===== config.mk =====
export PLATFORM = sky130hd
export DESIGN_NAME = cpu_fpu_arbiter
export DESIGN_NICKNAME = d
export VERILOG_FILES = /design/src/rtl/cpu_fpu_arbiter.sv
export SDC_FILE = /design/constraint.sdc
export NUM_CORES = 1
export LEC_CHECK = 0
export ABC_AREA = 0
export ABC_CLOCK_PERIOD_IN_PS = 5600
export CAP_MARGIN = 15
export CORE_AREA = 2 2 145 147
export CTS_BUF_LIST = sky130_fd_sc_hd__clkbuf_8 sky130_fd_sc_hd__clkbuf_16
export CTS_CLUSTER_SIZE = 16
export DETAILED_ROUTE_END_ITERATION = 16
export DIE_AREA = 0 0 147 149
export PLACE_DENSITY_LB_ADDON = 0.12
export REMOVE_ABC_BUFFERS = 1
export SYNTH_ARGS = -nofsm -noshare
export SYNTH_HDL_FRONTEND = slang
export SYNTH_SLANG_ARGS = --single-unit

===== constraint.sdc =====
create_clock -name i_clock -period 5.6 [get_ports i_clock]
set_clock_uncertainty 0.15 [all_clocks]
set_input_delay 1.4 -clock i_clock [delete_from_list [all_inputs] [get_ports i_clock]]
set_output_delay 1.4 -clock i_clock [all_outputs]
set_load 0.03 [all_outputs]

===== src/rtl/cpu_fpu_arbiter.sv =====
// Round-robin arbiter sharing one FPU between NREQ requesters over a level-held request/ready handshake.
// Optional FPU wait timeout is compiled in with `define CPU_FPU_ARB_TIMEOUT_EN.
module cpu_fpu_arbiter #(
  parameter int NREQ    = 2,
  parameter int TIMEOUT = 64
) (
  input  logic                 i_clock,
  input  logic                 i_reset,
  input  logic [NREQ-1:0]      i_req_request,
  input  logic [5*NREQ-1:0]    i_req_op,
  input  logic [32*NREQ-1:0]   i_req_op1,
  input  logic [32*NREQ-1:0]   i_req_op2,
  input  logic [32*NREQ-1:0]   i_req_op3,
  output logic [NREQ-1:0]      o_req_ready,
  output logic [31:0]          o_req_result,
  output logic                 o_fpu_request,
  output logic [4:0]           o_fpu_op,
  output logic [31:0]          o_fpu_op1,
  output logic [31:0]          o_fpu_op2,
  output logic [31:0]          o_fpu_op3,
  input  logic                 i_fpu_ready,
  input  logic [31:0]          i_fpu_result,
  output logic                 o_busy,
  output logic                 o_timeout
);

  localparam int GW = $clog2(NREQ);

  if (NREQ < 2 || NREQ > 4 || TIMEOUT < 1) begin : g_param_check
    $error("cpu_fpu_arbiter: NREQ must be 2..4 and TIMEOUT >= 1");
  end

  typedef enum logic [1:0] {IDLE, ISSUE, DONE} state_e;

  state_e          state_q, state_d;
  logic [GW-1:0]   grant_q, grant_d;
  logic [GW-1:0]   ptr_q, ptr_d;
  logic [4:0]      op_q, op_d;
  logic [31:0]     op1_q, op1_d, op2_q, op2_d, op3_q, op3_d;
  logic [31:0]     result_q, result_d;
  logic            found;
  logic [GW-1:0]   pick;

`ifdef CPU_FPU_ARB_TIMEOUT_EN
  localparam int CW = $clog2(TIMEOUT + 1);
  logic [CW-1:0]   wait_q, wait_d;
  logic            timeout_q, timeout_d;
`endif

  // First requesting index after the pointer, wrapping modulo NREQ.
  always_comb begin
    // NOTE: every always_comb output gets a default first so no latch can be inferred.
    found = 1'b0;
    pick  = grant_q;
    for (int i = 1; i <= NREQ; i++) begin
      logic [GW-1:0] cand;
      cand = GW'((int'(ptr_q) + i) % NREQ);
      if (!found && i_req_request[cand]) begin
        found = 1'b1;
        pick  = cand;
      end
    end
  end

  always_comb begin
    state_d  = state_q;
    grant_d  = grant_q;
    ptr_d    = ptr_q;
    op_d     = op_q;
    op1_d    = op1_q;
    op2_d    = op2_q;
    op3_d    = op3_q;
    result_d = result_q;
`ifdef CPU_FPU_ARB_TIMEOUT_EN
    wait_d    = wait_q;
    timeout_d = 1'b0;
`endif
    case (state_q)
      IDLE: begin
`ifdef CPU_FPU_ARB_TIMEOUT_EN
        wait_d = '0;
`endif
        if (found) begin
          state_d = ISSUE;
          grant_d = pick;
          ptr_d   = pick;
          for (int k = 0; k < NREQ; k++) begin
            if (GW'(k) == pick) begin
              op_d  = i_req_op[5*k +: 5];
              op1_d = i_req_op1[32*k +: 32];
              op2_d = i_req_op2[32*k +: 32];
              op3_d = i_req_op3[32*k +: 32];
            end
          end
        end
      end
      ISSUE: begin
        if (i_fpu_ready) begin
          result_d = i_fpu_result;
          state_d  = DONE;
        end
`ifdef CPU_FPU_ARB_TIMEOUT_EN
        else if (wait_q == CW'(TIMEOUT)) begin
          result_d  = 32'h7fc0_0000;
          timeout_d = 1'b1;
          state_d   = DONE;
        end else begin
          wait_d = wait_q + 1'b1;
        end
`endif
      end
      DONE:    state_d = IDLE;
      default: state_d = IDLE;
    endcase
  end

  // NOTE: sequential state uses non-blocking assignments so every register samples pre-edge values.
  always_ff @(posedge i_clock or posedge i_reset) begin
    if (i_reset) begin
      state_q  <= IDLE;
      grant_q  <= '0;
      ptr_q    <= GW'(NREQ - 1);
      op_q     <= '0;
      op1_q    <= '0;
      op2_q    <= '0;
      op3_q    <= '0;
      result_q <= '0;
    end else begin
      state_q  <= state_d;
      grant_q  <= grant_d;
      ptr_q    <= ptr_d;
      op_q     <= op_d;
      op1_q    <= op1_d;
      op2_q    <= op2_d;
      op3_q    <= op3_d;
      result_q <= result_d;
    end
  end

`ifdef CPU_FPU_ARB_TIMEOUT_EN
  always_ff @(posedge i_clock or posedge i_reset) begin
    if (i_reset) begin
      wait_q    <= '0;
      timeout_q <= 1'b0;
    end else begin
      wait_q    <= wait_d;
      timeout_q <= timeout_d;
    end
  end
  assign o_timeout = timeout_q;
`else
  assign o_timeout = 1'b0;
`endif

  // Ready pulse is gated by the live request so a withdrawn requester sees nothing.
  always_comb begin
    o_req_ready = '0;
    if (state_q == DONE) o_req_ready[grant_q] = i_req_request[grant_q];
  end

  assign o_req_result  = result_q;
  assign o_fpu_request = (state_q == ISSUE);
  assign o_fpu_op      = op_q;
  assign o_fpu_op1     = op1_q;
  assign o_fpu_op2     = op2_q;
  assign o_fpu_op3     = op3_q;
  assign o_busy        = (state_q != IDLE);

endmodule

==> results.cfg, run 1 <==
[synthesis]
synthTopCellsByArea = dfrtp_1 (43%), a31oi_4 (16%), a21bo_2 (13%), a21oi_1 (6.6%), nand3_1 (6.4%)
syn_avg_cell_area_um2 = 11.7
yosys_warnings = 0
synth.top_cell.area_share_pct = 42.9
yosys.area.top_type = dfrtp_1
synth-seq-area-share_pct = 43.2
syn_inst = 677
syn-cell-area_um2 = 7930
yosysUniqueCellTypes = 29
ys_ff_latch = 137

[pwr]
powerDensity_nw_per_um2 = 579
p_int_uw = 4010
vdd_drop_max_mv = 0.268
finalPower_uw = 7140
p_leak_uw = 0.00464
p_switching_uw = 3140
p_comb_share_pct = 59.1
p_clk_share_pct = 16.1
switching_share_pct = 43.9
seqPwrFrac_pct = 24.8

[final_layout]
finalNetCount = 1239
final_layout_size_suffix_gt1_share_pct = 23.9
area_growth_syn_to_layout_pct = 55.5
final_area_um2 = 12300
stdcell_count = 1289
n_fill_cell = 1728

[critical_path]
r2r-end = o_fpu_op1[20]$_DFFE_PP0P_
cp.arrival_ns = 2.99
crit_type = in -> out
slowest_delay_ns = 0.73
crit_chain = clkdlybuf4s50_1, nor4bb_1, clkdlybuf4s50_1
start_kind = input port
end_kind = output port
worstPathRequired_ns = 4.05
path_common_cell = clkdlybuf4s50_1
crit_slowest_cell = clkdlybuf4s50_1
r2r_start = state_q[0]$_DFFE_PP0P_
critPathMaxFanout = 5
r2r_setup_slack_ns = 2.95
rr_worst_depth = 5

[place]
placed_cell_area_um2 = 11700
placedCellCount = 1256
hpwlAfterDp_um = 16700
routabilityCongestion = 0.767
dp_slack_ns = 1.11
port_buffers = 375

[cts]
postCtsHoldBufs = 0
cts_buffer_depth = 2
cts_setup_buffers = 0
cts_tree = built
path_clk_slew_ns = 0.06
cts_buffers = 17
clk_latency_ns = 0.41
cts.sinks = 137
clock-root-buffer = clkbuf_16
cts_resized = 0
cts-htree-levels = 4

[route]
num_vias = 6812
drt_pre_antenna_iters = 4
antenna_left = 0
routed_via_density = 5.28
routed_wl_um = 25000
drc = 0
wl_per_cell_um = 19.4
drt_iter0_drc = 244

[die]
coreArea_um2 = 20600
die-area_um2 = 21900
ios = 377
die_h_um = 149
rows = 53
die_w_um = 147
start_util_pct = 38.6

[min_path]
hp-start = o_req_result[13]$_DFFE_PP0P_
min_to = o_req_result[13]$_DFFE_PP0P_
hold_path_depth = 1
min_path_type = reg -> reg

[timing]
fmax_mhz = 220
slew_violations = 0
tightest_slew_ns = 0.945
setup_viol_count_final = 0
fin_ws_ns = 1.06
hold_viol = 0
slew-limit-headroom_pct = 37.0
rsz0062_at_grt = false
min_period_over_period_pct = 81.2
whs_ns = 0.351
fin_crit_ns = 4.54

[run]
cap_violations = 0

[global_routing]
grt_max_degree = 115
grt_util_all_layers_pct = 22.3
grt_pass1_vias = 6789
grt_pass1_wl_um = 38100
grt_overflow = 0
antenna_found_initial = 1

[run_status]
status = complete, no violations
## per-layer routing
layer / track usage (%) / vias to the layer above / part of all wire, %
li1: - / 3177 / -
met1: 26.9 / 3320 / 40
met2: 36.8 / 281 / 49
met3: 7.95 / 34 / 8.9
met4: 8.08 / 0 / 2.5
met5: 0 / - / 0
## how the worst max path moves through the flow
stage | startpoint | end | slack [ns] | cells past startpoint
floorplan | i_req_request[0] | o_fpu_op2[0]$_DFFE_PP0P_ | -0.39 | 3
global placement | i_req_request[0] | o_req_ready[0] | 1.15 | 3
detailed placement | i_req_request[0] | o_req_ready[0] | 1.11 | 3
CTS | i_req_request[0] | o_req_ready[0] | 1.10 | 3
global route | i_req_request[0] | o_req_ready[0] | 1.0 | 3
finish | i_req_request[0] | o_req_ready[0] | 1.06 | 3
## worst max-delay path, delay by kind of cell
| family | cells | cell delay (ns) |
|---|---|---|
| AND/OR/NAND/NOR | 1 | 0.29 |
| buffers and inverters | 2 | 1.31 |
## through the flow
step / setup TNS (ns) / util [%]
finish: 0 / 60.0
global route: 0 / 60.0
CTS: 0 / 60.0
global placement: 0 / 57.1
floorplan: -32.06 / -
detailed placement: 0 / 57.1
## cell families after synthesis
| logic type | share of synthesized area (%) |
|---|---|
| multiplexers | 4.54 |
| other | 0.0473 |
| AO/OA/AOI/OAI | 38.9 |
| AND/OR/NAND/NOR | 7.26 |
| buffers and inverters | 6.04 |
| flip-flops | 43.2 |
## synth_stat cells, drive strengths merged
| master | n |
|---|---|
| dfrtp | 136 |
| a21oi | 104 |
| a21bo | 101 |
| nand3 | 101 |
| a31oi | 100 |
| clkbuf | 53 |
| mux2 | 32 |
| buf | 30 |
| inv | 6 |
| and2 | 2 |
| a21o | 1 |
| and2b | 1 |
| and4b | 1 |
| conb | 1 |
| dfstp | 1 |
| nand2 | 1 |
| nand2b | 1 |
| nor2 | 1 |
| nor4bb | 1 |
| o2111ai | 1 |
| o221ai | 1 |
| or2 | 1 |
## power groups by stage
stage | clock network, uW | registers (uW) | logic [uW]
5_1_grt | 1220 | 1840 | 4460
3_5_place_dp | 0 | 1780 | 4260
4_1_cts | 1170 | 1780 | 4260
2_1_floorplan | 0 | 2730 | 1700
3_3_place_gp | 0 | 1760 | 4230
6_report | 1150 | 1770 | 4220
## placed cells by master, fill, tap and decap left out, types with 4 or more instances in the layout
master,n
a21bo_2,100
a31oi_4,60
dfrtp_1,136
clkbuf_16,17
clkdlybuf4s50_1,375
a21oi_1,104
buf_4,8
inv_1,6
a31oi_1,40
buf_12,4
mux2_2,32
clkbuf_8,4
nand3_1,101
## layout make-up
type                       instances  area [um^2]  area share [%]
clock inverter                    11          119           0.964
timing repair buffer             387         3890            31.6
tap                              275          344            2.79
antenna                            1         2.50          0.0203
multi-input combinational        451         4040            32.7
clock buffer                      21          480            3.89
inverter                           6         27.5           0.223
sequential                       137         3430            27.8
## registers in the layout (all words and copies together) (netlist names)
signal        flops
grant_q           1
o_fpu_op          5
o_fpu_op1        32
o_fpu_op2        32
o_fpu_op3        32
o_req_result     32
ptr_q             1
state_q           2
No activity file was read; power rests on OpenSTA's default activity.
==> run 2, diff against run 1 <==
--- a/config.mk
+++ b/config.mk
@@ -6,7 +6,7 @@
 export NUM_CORES = 1
 export LEC_CHECK = 0
 export ABC_AREA = 0
-export ABC_CLOCK_PERIOD_IN_PS = 5600
+export ABC_CLOCK_PERIOD_IN_PS = 4500
 export CAP_MARGIN = 15
 export CORE_AREA = 2 2 145 147
 export CTS_BUF_LIST = sky130_fd_sc_hd__clkbuf_8 sky130_fd_sc_hd__clkbuf_16
==> constraint.sdc (replaced) <==
create_clock -name i_clock -period 4.5 [get_ports i_clock]
set_clock_uncertainty 0.15 [all_clocks]
set_input_delay 1.125 -clock i_clock [delete_from_list [all_inputs] [get_ports i_clock]]
set_output_delay 1.125 -clock i_clock [all_outputs]
set_load 0.03 [all_outputs]
==> run 2 against run 1 <==
Count of clock-buffer cells in the layout decreased by 2. Design area is 0.76% higher. Combinational power grew 26%. Core utilization increased by 0.46 points. Via count shrank 0.15%. Worst hold slack is essentially flat. Final cell count rose by 0.31%. Critical path depth stayed put. Sequential power is 25% higher. Wire length down 0.72%. Largest cell class unchanged. Highest routed layer unchanged.
==> results.cfg, run 2 (synthesized netlist as in run 1, its figures left out) <==
[pwr]
vdd_drop_max_mv = 0.270
p_leak_uw = 0.00468
powerDensity_nw_per_um2 = 721

[cts]
path_clk_slew_ns = 0.06
cts_resized = 0
postCtsHoldBufs = 0
cts-htree-levels = 4
cts_buffers = 17
cts.sinks = 137
clk_latency_ns = 0.41
cts_setup_buffers = 0
clock-root-buffer = clkbuf_16
cts_tree = built
cts_buffer_depth = 2

[final_layout]
n_fill_cell = 1703
diodes = 0
final_layout_size_suffix_gt1_share_pct = 24.2
final_area_um2 = 12400
final_cell_mix = clkdlybuf4s50_1 (375), dfrtp_1 (136), a21oi_1 (104)
post-route-util_pct = 60.5
area_growth_syn_to_layout_pct = 56.7
final_common_cell = clkdlybuf4s50_1
finalNetCount = 1244

[timing]
hold_viol = 0
fin_ws_ns = 0.559
slew_violations = 0
whs_ns = 0.352
setup_viol_count_final = 0
fin_crit_ns = 3.94
fmax_mhz = 254
slew-limit-headroom_pct = 47.5
tightest_slew_ns = 0.788
rsz0062_at_grt = false
min_period_over_period_pct = 87.6

[critical_path]
critPathLaunch = i_req_request[0]
cp.arrival_ns = 2.67
start_kind = input port
r2r_start = state_q[0]$_DFFE_PP0P_
slowest_delay_ns = 0.73
end_kind = output port
rr_worst_depth = 5
crit_chain = clkdlybuf4s50_1, nor4bb_1, clkdlybuf4s50_1
path_common_cell = clkdlybuf4s50_1
critPathMaxFanout = 5
crit_type = in -> out
worstPathRequired_ns = 3.22
crit_slowest_cell = clkdlybuf4s50_1

[die]
die_h_um = 149
die-area_um2 = 21900
rows = 53
ios = 377
start_util_pct = 38.6
coreArea_um2 = 20600
die_w_um = 147

[place]
hpwlAfterDp_um = 17000
port_buffers = 375
routabilityCongestion = 0.790
dp_slack_ns = 0.561
placed_cell_area_um2 = 11800

[route]
wl_per_cell_um = 19.2
antenna_left = 0
routed_wl_um = 24800
routed_via_density = 5.26
num_vias = 6802
drt_iter0_drc = 287
drc = 0
drt_pre_antenna_iters = 6

[min_path]
min_path_type = reg -> reg
hold_path_depth = 1
hp-start = o_req_result[26]$_DFFE_PP0P_

[global_routing]
grt_util_all_layers_pct = 22.1
grt_pass1_vias = 6894
antenna_found_initial = 0
grt_pass1_wl_um = 37900
grt_max_degree = 93
grt_overflow = 0

[run]
cap_violations = 0

[run_status]
status = complete, no violations
## run 2: cell count changes in the layout (fill, tap and decap cells not counted), sizes merged
cell / change
clkinvlp: +1
bufinv: +1
buf: +5
clkbuf: -2
diode: -1
## run 2: per-stage QoR
stage	total power [uW]	setup TNS (ns)	instances
global route	9420	0	1293
global placement	7510	0	1261
detailed placement	7560	0	1261
finish	8960	0	1293
CTS	9040	0	1293
floorplan	5520	-177.22	594
## run 2: area by class of cell
| type | instances | area [um^2] | area share, % |
|---|---|---|---|
| clock inverter | 13 | 155 | 1.25 |
| sequential | 137 | 3430 | 27.6 |
| clock buffer | 19 | 453 | 3.64 |
| timing repair buffer | 392 | 3980 | 32.0 |
| inverter | 6 | 27.5 | 0.221 |
| multi-input combinational | 451 | 4040 | 32.5 |
| tap | 275 | 344 | 2.77 |
## run 2: critical path: cells and delay by family
kind / cells / cell delay [ns]
simple gates: 1 / 0.25
buf+inv: 2 / 1.29
## run 2: final timing paths
kind                                                endpoint  slack (ns)
worst max-delay path                          o_req_ready[0]        0.56
worst min-delay path            o_req_result[26]$_DFFE_PP0P_        0.35
worst max register to register     o_fpu_op1[15]$_DFFE_PP0P_        1.98
worst min register to register  o_req_result[26]$_DFFE_PP0P_        0.35
max in group asynchronous                  ptr_q$_DFFE_PP1P_        2.37
min in group asynchronous          o_fpu_op1[11]$_DFFE_PP0P_        1.04
## run 2: layer usage
| layer | global-route usage, % | vias up | part of all wire (%) |
|---|---|---|---|
| li1 | - | 3188 | - |
| met1 | 26.5 | 3292 | 41 |
| met2 | 36.8 | 285 | 47 |
| met3 | 7.71 | 37 | 8.7 |
| met4 | 8.22 | 0 | 2.8 |
| met5 | 0 | - | 0 |
## run 2: power by group
group | internal, uW | switching [uW] | total [uW]
clock | 898 | 556 | 1450
combinational | 2290 | 3010 | 5300
sequential | 1870 | 338 | 2210
==> run 3, diff against run 2 <==
--- a/config.mk
+++ b/config.mk
@@ -10,6 +10,7 @@
 export CAP_MARGIN = 15
 export CORE_AREA = 2 2 145 147
 export CTS_BUF_LIST = sky130_fd_sc_hd__clkbuf_8 sky130_fd_sc_hd__clkbuf_16
+export CTS_CLUSTER_DIAMETER = 200
 export CTS_CLUSTER_SIZE = 16
 export DETAILED_ROUTE_END_ITERATION = 16
 export DIE_AREA = 0 0 147 149
==> results of run 3 <==
Same layout as run 2: the final DEF is identical, and so are final timing and power.
